[config.mk]
export PLATFORM = sky130hd
export DESIGN_NAME = display_scan_flat
export DESIGN_NICKNAME = d
export VERILOG_FILES = /design/src/rtl/display_pkg.sv /design/src/rtl/display_scan_if.sv /design/src/rtl/bcd_to_7seg.sv /design/src/rtl/display_scan.sv /design/src/flat_wrapper.sv
export SDC_FILE = /design/constraint.sdc
export NUM_CORES = 1
export LEC_CHECK = 0
export CAP_MARGIN = 20
export CORE_MARGIN = 1
export CORE_UTILIZATION = 53
export DETAILED_ROUTE_END_ITERATION = 12
export PLACE_DENSITY = 0.85
export SYNTH_ARGS = -nofsm -noshare
export SYNTH_HDL_FRONTEND = slang
export SYNTH_SLANG_ARGS = --single-unit
[constraint.sdc]
create_clock -name clk -period 3.6 [get_ports clk]
set_input_delay 0.54 -clock clk [delete_from_list [all_inputs] [get_ports clk]]
set_output_delay 0.54 -clock clk [all_outputs]
set_load 0.02 [all_outputs]
[src/rtl/display_pkg.sv]
// display_pkg: shared constants for the 6-digit multiplexed
// 7-segment scan display (segments active-low {g,f,e,d,c,b,a}).
package display_pkg;

  localparam int N_DIGITS = 6;
  localparam int IDX_W    = 3;

  localparam logic [6:0] SEG_0    = 7'b1000000;
  localparam logic [6:0] SEG_1    = 7'b1111001;
  localparam logic [6:0] SEG_2    = 7'b0100100;
  localparam logic [6:0] SEG_3    = 7'b0110000;
  localparam logic [6:0] SEG_4    = 7'b0011001;
  localparam logic [6:0] SEG_5    = 7'b0010010;
  localparam logic [6:0] SEG_6    = 7'b0000010;
  localparam logic [6:0] SEG_7    = 7'b1111000;
  localparam logic [6:0] SEG_8    = 7'b0000000;
  localparam logic [6:0] SEG_9    = 7'b0010000;
  localparam logic [6:0] SEG_DASH = 7'b0111111;
  localparam logic [6:0] SEG_OFF  = 7'b1111111;

  localparam logic [N_DIGITS-1:0] AN_OFF = 6'b111111;

endpackage

[src/rtl/display_scan_if.sv]
// display_scan_if: BCD digit inputs from the counter chain
// and the multiplexed display outputs.
interface display_scan_if;
  import display_pkg::*;

  logic [3:0]          d0;
  logic [3:0]          d1;
  logic [3:0]          d2;
  logic [3:0]          d3;
  logic [3:0]          d4;
  logic [3:0]          d5;
  logic                blank;
  logic [N_DIGITS-1:0] an;
  logic [6:0]          seg;
  logic                dp;
  logic                frame_tick;

  modport master (
    output d0, d1, d2, d3, d4, d5, blank,
    input  an, seg, dp, frame_tick
  );

  modport slave (
    input  d0, d1, d2, d3, d4, d5, blank,
    output an, seg, dp, frame_tick
  );

endinterface

[src/rtl/bcd_to_7seg.sv]
// bcd_to_7seg: combinational BCD to active-low segment decoder;
// codes 10..15 render as a dash.
module bcd_to_7seg
  import display_pkg::*;
(
  input  logic [3:0] bcd_i,
  output logic [6:0] seg_o
);

  always_comb begin
    seg_o = SEG_DASH;
    unique case (bcd_i)
      4'd0:    seg_o = SEG_0;
      4'd1:    seg_o = SEG_1;
      4'd2:    seg_o = SEG_2;
      4'd3:    seg_o = SEG_3;
      4'd4:    seg_o = SEG_4;
      4'd5:    seg_o = SEG_5;
      4'd6:    seg_o = SEG_6;
      4'd7:    seg_o = SEG_7;
      4'd8:    seg_o = SEG_8;
      4'd9:    seg_o = SEG_9;
      default: seg_o = SEG_DASH;
    endcase
  end

endmodule

[src/rtl/display_scan.sv]
// display_scan: frame-snapshot 6-digit 7-seg scanner.
// Define DISPLAY_LZB_EN for leading-zero blanking.
module display_scan
  import display_pkg::*;
#(
  parameter int REFRESH_DIV = 50000,
  parameter int DP_DIGIT    = 2
) (
  input  logic         clk,
  input  logic         rst,
  display_scan_if.slave scan
);

  localparam int PW = $clog2(REFRESH_DIV);
  localparam logic [PW-1:0] PRE_MAX =
    PW'(REFRESH_DIV - 1);
  localparam logic [IDX_W-1:0] IDX_MAX =
    IDX_W'(N_DIGITS - 1);
  localparam logic [IDX_W-1:0] DP_IDX =
    IDX_W'(DP_DIGIT);

  logic [PW-1:0]       pre_q, pre_d;
  logic [IDX_W-1:0]    idx_q, idx_d;
  logic [3:0]          snap_q [N_DIGITS];
  logic [3:0]          din    [N_DIGITS];
  logic [N_DIGITS-1:0] an_q, an_d;
  logic [6:0]          seg_q, seg_d;
  logic                dp_q, dp_d;
  logic                tick_q;

  logic                wrap;
  logic                snap_en;
  logic [3:0]          cur;
  logic                lz_cur;
  logic                off;
  logic [6:0]          seg_dec;
  logic [N_DIGITS-1:0] lz;

  assign din[0] = scan.d0;
  assign din[1] = scan.d1;
  assign din[2] = scan.d2;
  assign din[3] = scan.d3;
  assign din[4] = scan.d4;
  assign din[5] = scan.d5;

  assign wrap    = (pre_q == PRE_MAX);
  assign snap_en = wrap && (idx_q == IDX_MAX);

  always_comb begin
    pre_d = wrap ? '0 : pre_q + 1'b1;
    idx_d = idx_q;
    if (wrap) begin
      idx_d = (idx_q == IDX_MAX) ? '0 : idx_q + 1'b1;
    end
  end

`ifdef DISPLAY_LZB_EN
  logic zrun;

  // Digit i is a leading zero if it and every higher digit are zero.
  always_comb begin
    zrun = 1'b1;
    lz   = '0;
    for (int i = N_DIGITS - 1; i >= 0; i--) begin
      zrun = zrun & (snap_q[i] == 4'd0);
      if (i > DP_DIGIT) lz[i] = zrun;
    end
  end
`else
  assign lz = '0;
`endif

  always_comb begin
    cur    = snap_q[0];
    lz_cur = lz[0];
    for (int i = 1; i < N_DIGITS; i++) begin
      if (idx_q == IDX_W'(i)) begin
        cur    = snap_q[i];
        lz_cur = lz[i];
      end
    end
  end

  bcd_to_7seg u_dec (
    .bcd_i (cur),
    .seg_o (seg_dec)
  );

  assign off   = scan.blank | lz_cur;
  assign an_d  = off ? AN_OFF
                     : ~(N_DIGITS'(1) << idx_q);
  assign seg_d = seg_dec;
  assign dp_d  = ~((idx_q == DP_IDX) & ~off);

  always_ff @(posedge clk) begin
    if (rst) begin
      pre_q  <= '0;
      idx_q  <= '0;
      for (int i = 0; i < N_DIGITS; i++) begin
        snap_q[i] <= 4'd0;
      end
      an_q   <= AN_OFF;
      seg_q  <= SEG_OFF;
      dp_q   <= 1'b1;
      tick_q <= 1'b0;
    end else begin
      pre_q <= pre_d;
      idx_q <= idx_d;
      if (snap_en) begin
        for (int i = 0; i < N_DIGITS; i++) begin
          snap_q[i] <= din[i];
        end
      end
      an_q   <= an_d;
      seg_q  <= seg_d;
      dp_q   <= dp_d;
      tick_q <= snap_en;
    end
  end

  assign scan.an         = an_q;
  assign scan.seg        = seg_q;
  assign scan.dp         = dp_q;
  assign scan.frame_tick = tick_q;

endmodule
[src/flat_wrapper.sv]
// flat-port wrapper written by rule: the top's interface ports become plain ports
module display_scan_flat import display_pkg::*;
#(
  parameter int REFRESH_DIV = 50000,
  parameter int DP_DIGIT    = 2
)
  (clk, rst, scan_d0, scan_d1, scan_d2, scan_d3, scan_d4, scan_d5, scan_blank, scan_an, scan_seg, scan_dp, scan_frame_tick);
  display_scan_if scan_i ();
  input  logic clk;
  input  logic rst;
  input wire logic [$bits(scan_i.d0)-1:0] scan_d0;
  input wire logic [$bits(scan_i.d1)-1:0] scan_d1;
  input wire logic [$bits(scan_i.d2)-1:0] scan_d2;
  input wire logic [$bits(scan_i.d3)-1:0] scan_d3;
  input wire logic [$bits(scan_i.d4)-1:0] scan_d4;
  input wire logic [$bits(scan_i.d5)-1:0] scan_d5;
  input wire logic [$bits(scan_i.blank)-1:0] scan_blank;
  output wire logic [$bits(scan_i.an)-1:0] scan_an;
  output wire logic [$bits(scan_i.seg)-1:0] scan_seg;
  output wire logic [$bits(scan_i.dp)-1:0] scan_dp;
  output wire logic [$bits(scan_i.frame_tick)-1:0] scan_frame_tick;
  assign scan_i.d0 = scan_d0;
  assign scan_i.d1 = scan_d1;
  assign scan_i.d2 = scan_d2;
  assign scan_i.d3 = scan_d3;
  assign scan_i.d4 = scan_d4;
  assign scan_i.d5 = scan_d5;
  assign scan_i.blank = scan_blank;
  assign scan_an = scan_i.an;
  assign scan_seg = scan_i.seg;
  assign scan_dp = scan_i.dp;
  assign scan_frame_tick = scan_i.frame_tick;
  display_scan #(.REFRESH_DIV(REFRESH_DIV), .DP_DIGIT(DP_DIGIT)) u_core (.clk(clk), .rst(rst), .scan(scan_i));
endmodule
==> reports/qor.yml <==
critical_path:
  regToRegSetupSlack_ns: 1.01
  crit_chain: "and2_1 -> ha_1 -> inv_1 -> o221ai_2 -> o221a_2 -> inv_1 -> ha_1 -> or3_1 -> a21o_1"
  crit_type: "reg -> reg"
  cp.required_ns: 3.82
  worstSetupStartpoint: "u_core.idx_q[0]$_SDFFE_PP0N_"
  rr_startpoint: "u_core.idx_q[0]$_SDFFE_PP0N_"
  crit_slowest_cell: "dfxtp_1"
  slowest_delay_ns: 0.73
  cp-start-kind: "flip-flop"
  critPathCaptureType: "flip-flop"
  crit_arrival_ns: 2.81
  crit_fanout: 16
placed_design:
  dpl_cell_area_um2: 3018
  routabilityCongestion: 0.9054
  portBuffers: 41
  dp_hpwl_um: 3086
  place_ws_ns: 1.018
logic_synthesis:
  syn-num-nets: 269
  netlist_instances: 239
  ys_ff_latch: 58
  synth-main-ff-cell: "dfxtp_1"
  asyncSetResetFlopFracSynth_pct: 0
  synth_area_um2: 2576
  synth.distinct_cells: 52
  synth_edf_count: 24
  yosysWarnings: 0
  ys_seq_area_share_pct: 54.40
  synth.avg_cell_area_um2: 10.78
power_and_ir_drop:
  internal-power_mw: 1.042
  power_frac_seq_pct: 53.9
  p_sw_share_pct: 20.96
  p_leak_nw: 1.150
  combPwrFrac_pct: 6.6
  power_density_nw_per_um2: 411.5
  power_mw: 1.318
  p_switching_mw: 0.2762
  pwr-share-clk_pct: 39.5
  vdd_drop_max_v: 0.0002651
finish:
  postLayoutCellArea_um2: 3203
  antenna-diode-count: 0
  drive_gt1_share_pct: 11.76
  fin_nets: 314
  area_growth_pct: 24.33
clocking:
  post_cts_buffers: 0
  cts_max_level: 3
  cts_resized: 0
  cts_root_buffer: "clkbuf_8"
  cts_max_path_buffers: 2
  hold_buffers: 0
  numCtsBuffers: 9
  cts.clk_slew.worst_paths_ns: 0.06
  cts_tree: "done"
  clk_latency_ns: 0.33
  cts_sinks: 58
sta:
  rsz0062_at_grt: "false"
  finalSetupViolations: 0
  holdWs_ns: 0.4661
  hold_viol: 0
  tns_ns: 0
  post-route-period-util_pct: 72.07
  worstMarginPinSlew_ns: 0.6397
  drv_slew: 0
  layout_setup_ws_ns: 1.006
  finClkSkew_ns: 0.007749
  maxSlewHeadroom_pct: 57.30
  max_freq_mhz: 385.4
  min_period_ns: 2.595
global_route:
  grt_pass1_vias: 1656
  overflow: 0
  antenna_found_initial: 0
  grt_pass1_wl_um: 7272
  grt_max_degree: 26
  grtUsageTotal_pct: 18.87
floorplanning:
  fp.dieH_um: 71.72
  dieWidth_um: 71.72
  fp.coreArea_um2: 4692
  std_cell_rows: 25
  start_util_pct: 54.91
  dieArea_um2: 5144
  io_pins: 42
routing:
  route.vias.total: 1837
  via_per_inst: 5.356
  drt-initial-drc-count: 109
  drc: 0
  dr.pass1.iters: 6
  drt.antenna.violating_nets: 0
  routed_wl_um: 4479
  routedWlPerCell_um: 13.06
min_path:
  hp-class: "reg -> reg"
  hold_start: "u_core.pre_q[0]$_SDFF_PP0_"
status:
  status: "finished, final reports clean"
flow_run:
  drv_cap: 0
-- logic make-up after synthesis --
logic type      count (synthesis)  share of synthesized area [%]
flops                          58                          54.40
simple gates                  100                          20.84
xor+xnor                       12                          4.080
fa+ha+maj                       3                          1.457
compound gates                 36                          10.93
buf+inv                        19                          3.642
mux                            11                          4.662
-- sequential cells by signal, indices dropped and copies added (netlist names) --
name,cells
u_core.scan.frame_tick,1
u_core.scan.dp,1
u_core.snap_q,24
u_core.scan.an,6
u_core.scan.seg,7
u_core.pre_q,16
u_core.idx_q,3
-- path summary, 6_finish.rpt --
path / to / depth (start not counted)
worst min register to register: u_core.pre_q[0]$_SDFF_PP0_ / 1
worst max register to register: u_core.scan.seg[5]$_SDFF_PP1_ / 9
worst min-delay path: u_core.pre_q[0]$_SDFF_PP0_ / 1
worst max-delay path: u_core.scan.seg[5]$_SDFF_PP1_ / 9
-- Yosys cell counts (all sizes together), types with 2 or more instances --
master	n	area share, %
nand3	7	1.4
nand2	17	2.5
a21oi	7	1.5
xor2	6	2.0
mux2	5	2.3
buf	6	1.7
xnor2	6	2.0
edfxtp	24	28
o211ai	3	1.1
and2	26	6.4
clkbuf	4	0.58
inv	9	1.3
nand2b	3	0.73
o21bai	4	1.2
mux2i	6	2.3
o21a	3	0.87
nor2	26	3.8
and3	2	0.49
nand4	3	0.73
nor3	2	0.39
or3	4	0.97
o221ai	4	1.8
o21ai	5	1.1
a211oi	4	1.2
dfxtp	34	26
ha	3	1.5
-- cell usage in the layout (no fill, tap or decap), types with 2 or more instances in the layout --
master           instances
clkdlybuf4s50_1         41
dfxtp_1                 34
nor2_1                  26
and2_1                  25
edfxtp_1                24
nand2_1                 17
clkbuf_8                11
inv_1                    8
nand3_1                  7
mux2i_1                  6
xnor2_1                  6
a21oi_1                  6
xor2_1                   6
clkbuf_1                 5
a211oi_1                 4
o21ai_0                  4
or3_1                    4
o21a_1                   3
nand2b_1                 3
mux2_2                   3
nand4_1                  3
o21bai_1                 3
ha_1                     3
o221ai_2                 2
and3_1                   2
o221ai_1                 2
o211ai_1                 2
buf_4                    2
-- stage by stage --
stage	util, %	instances
after floorplan	-	239
after global placement	64.32	326
after detailed placement	64.32	326
after CTS	67.95	342
after global routing	68.27	343
final	68.27	343
-- critical path: cells and delay by family (launching register included) --
family,cells,cell delay (ns)
flip-flops,1,0.73
AO/OA/AOI/OAI,3,0.53
buffers and inverters,2,0.19
adder cells (fa/ha/maj),2,0.46
AND/OR/NAND/NOR,2,0.59
-- area by class of cell --
cell class	instances	area [µm²]
clock buffers	16	170.2
flip-flops and latches	58	1401
multi-input cells	162	1090
repair buffers	44	440.4
fillers	352	1489
inverters	9	33.78
well taps	54	67.56
-- routing by layer --
layer / share of wire (%) / global-route usage [%] / up-vias
met5: 0 / 0 / -
met4: 0.80 / 9.368 / 0
met3: 6.3 / 6.892 / 4
met2: 47 / 28.83 / 68
met1: 46 / 23.66 / 837
li1: - / - / 928
-- power by group through the flow --
stage                     combinational (mW)  sequential, mW  clock, mW
final                                 0.0875           0.711      0.520
after detailed placement              0.0857           0.725          0
after global placement                0.0835           0.724          0
after global routing                  0.0954           0.712      0.558
after CTS                             0.0860           0.711      0.525
after floorplan                       0.0323           0.730          0
(Power assumes the default switching activity.)
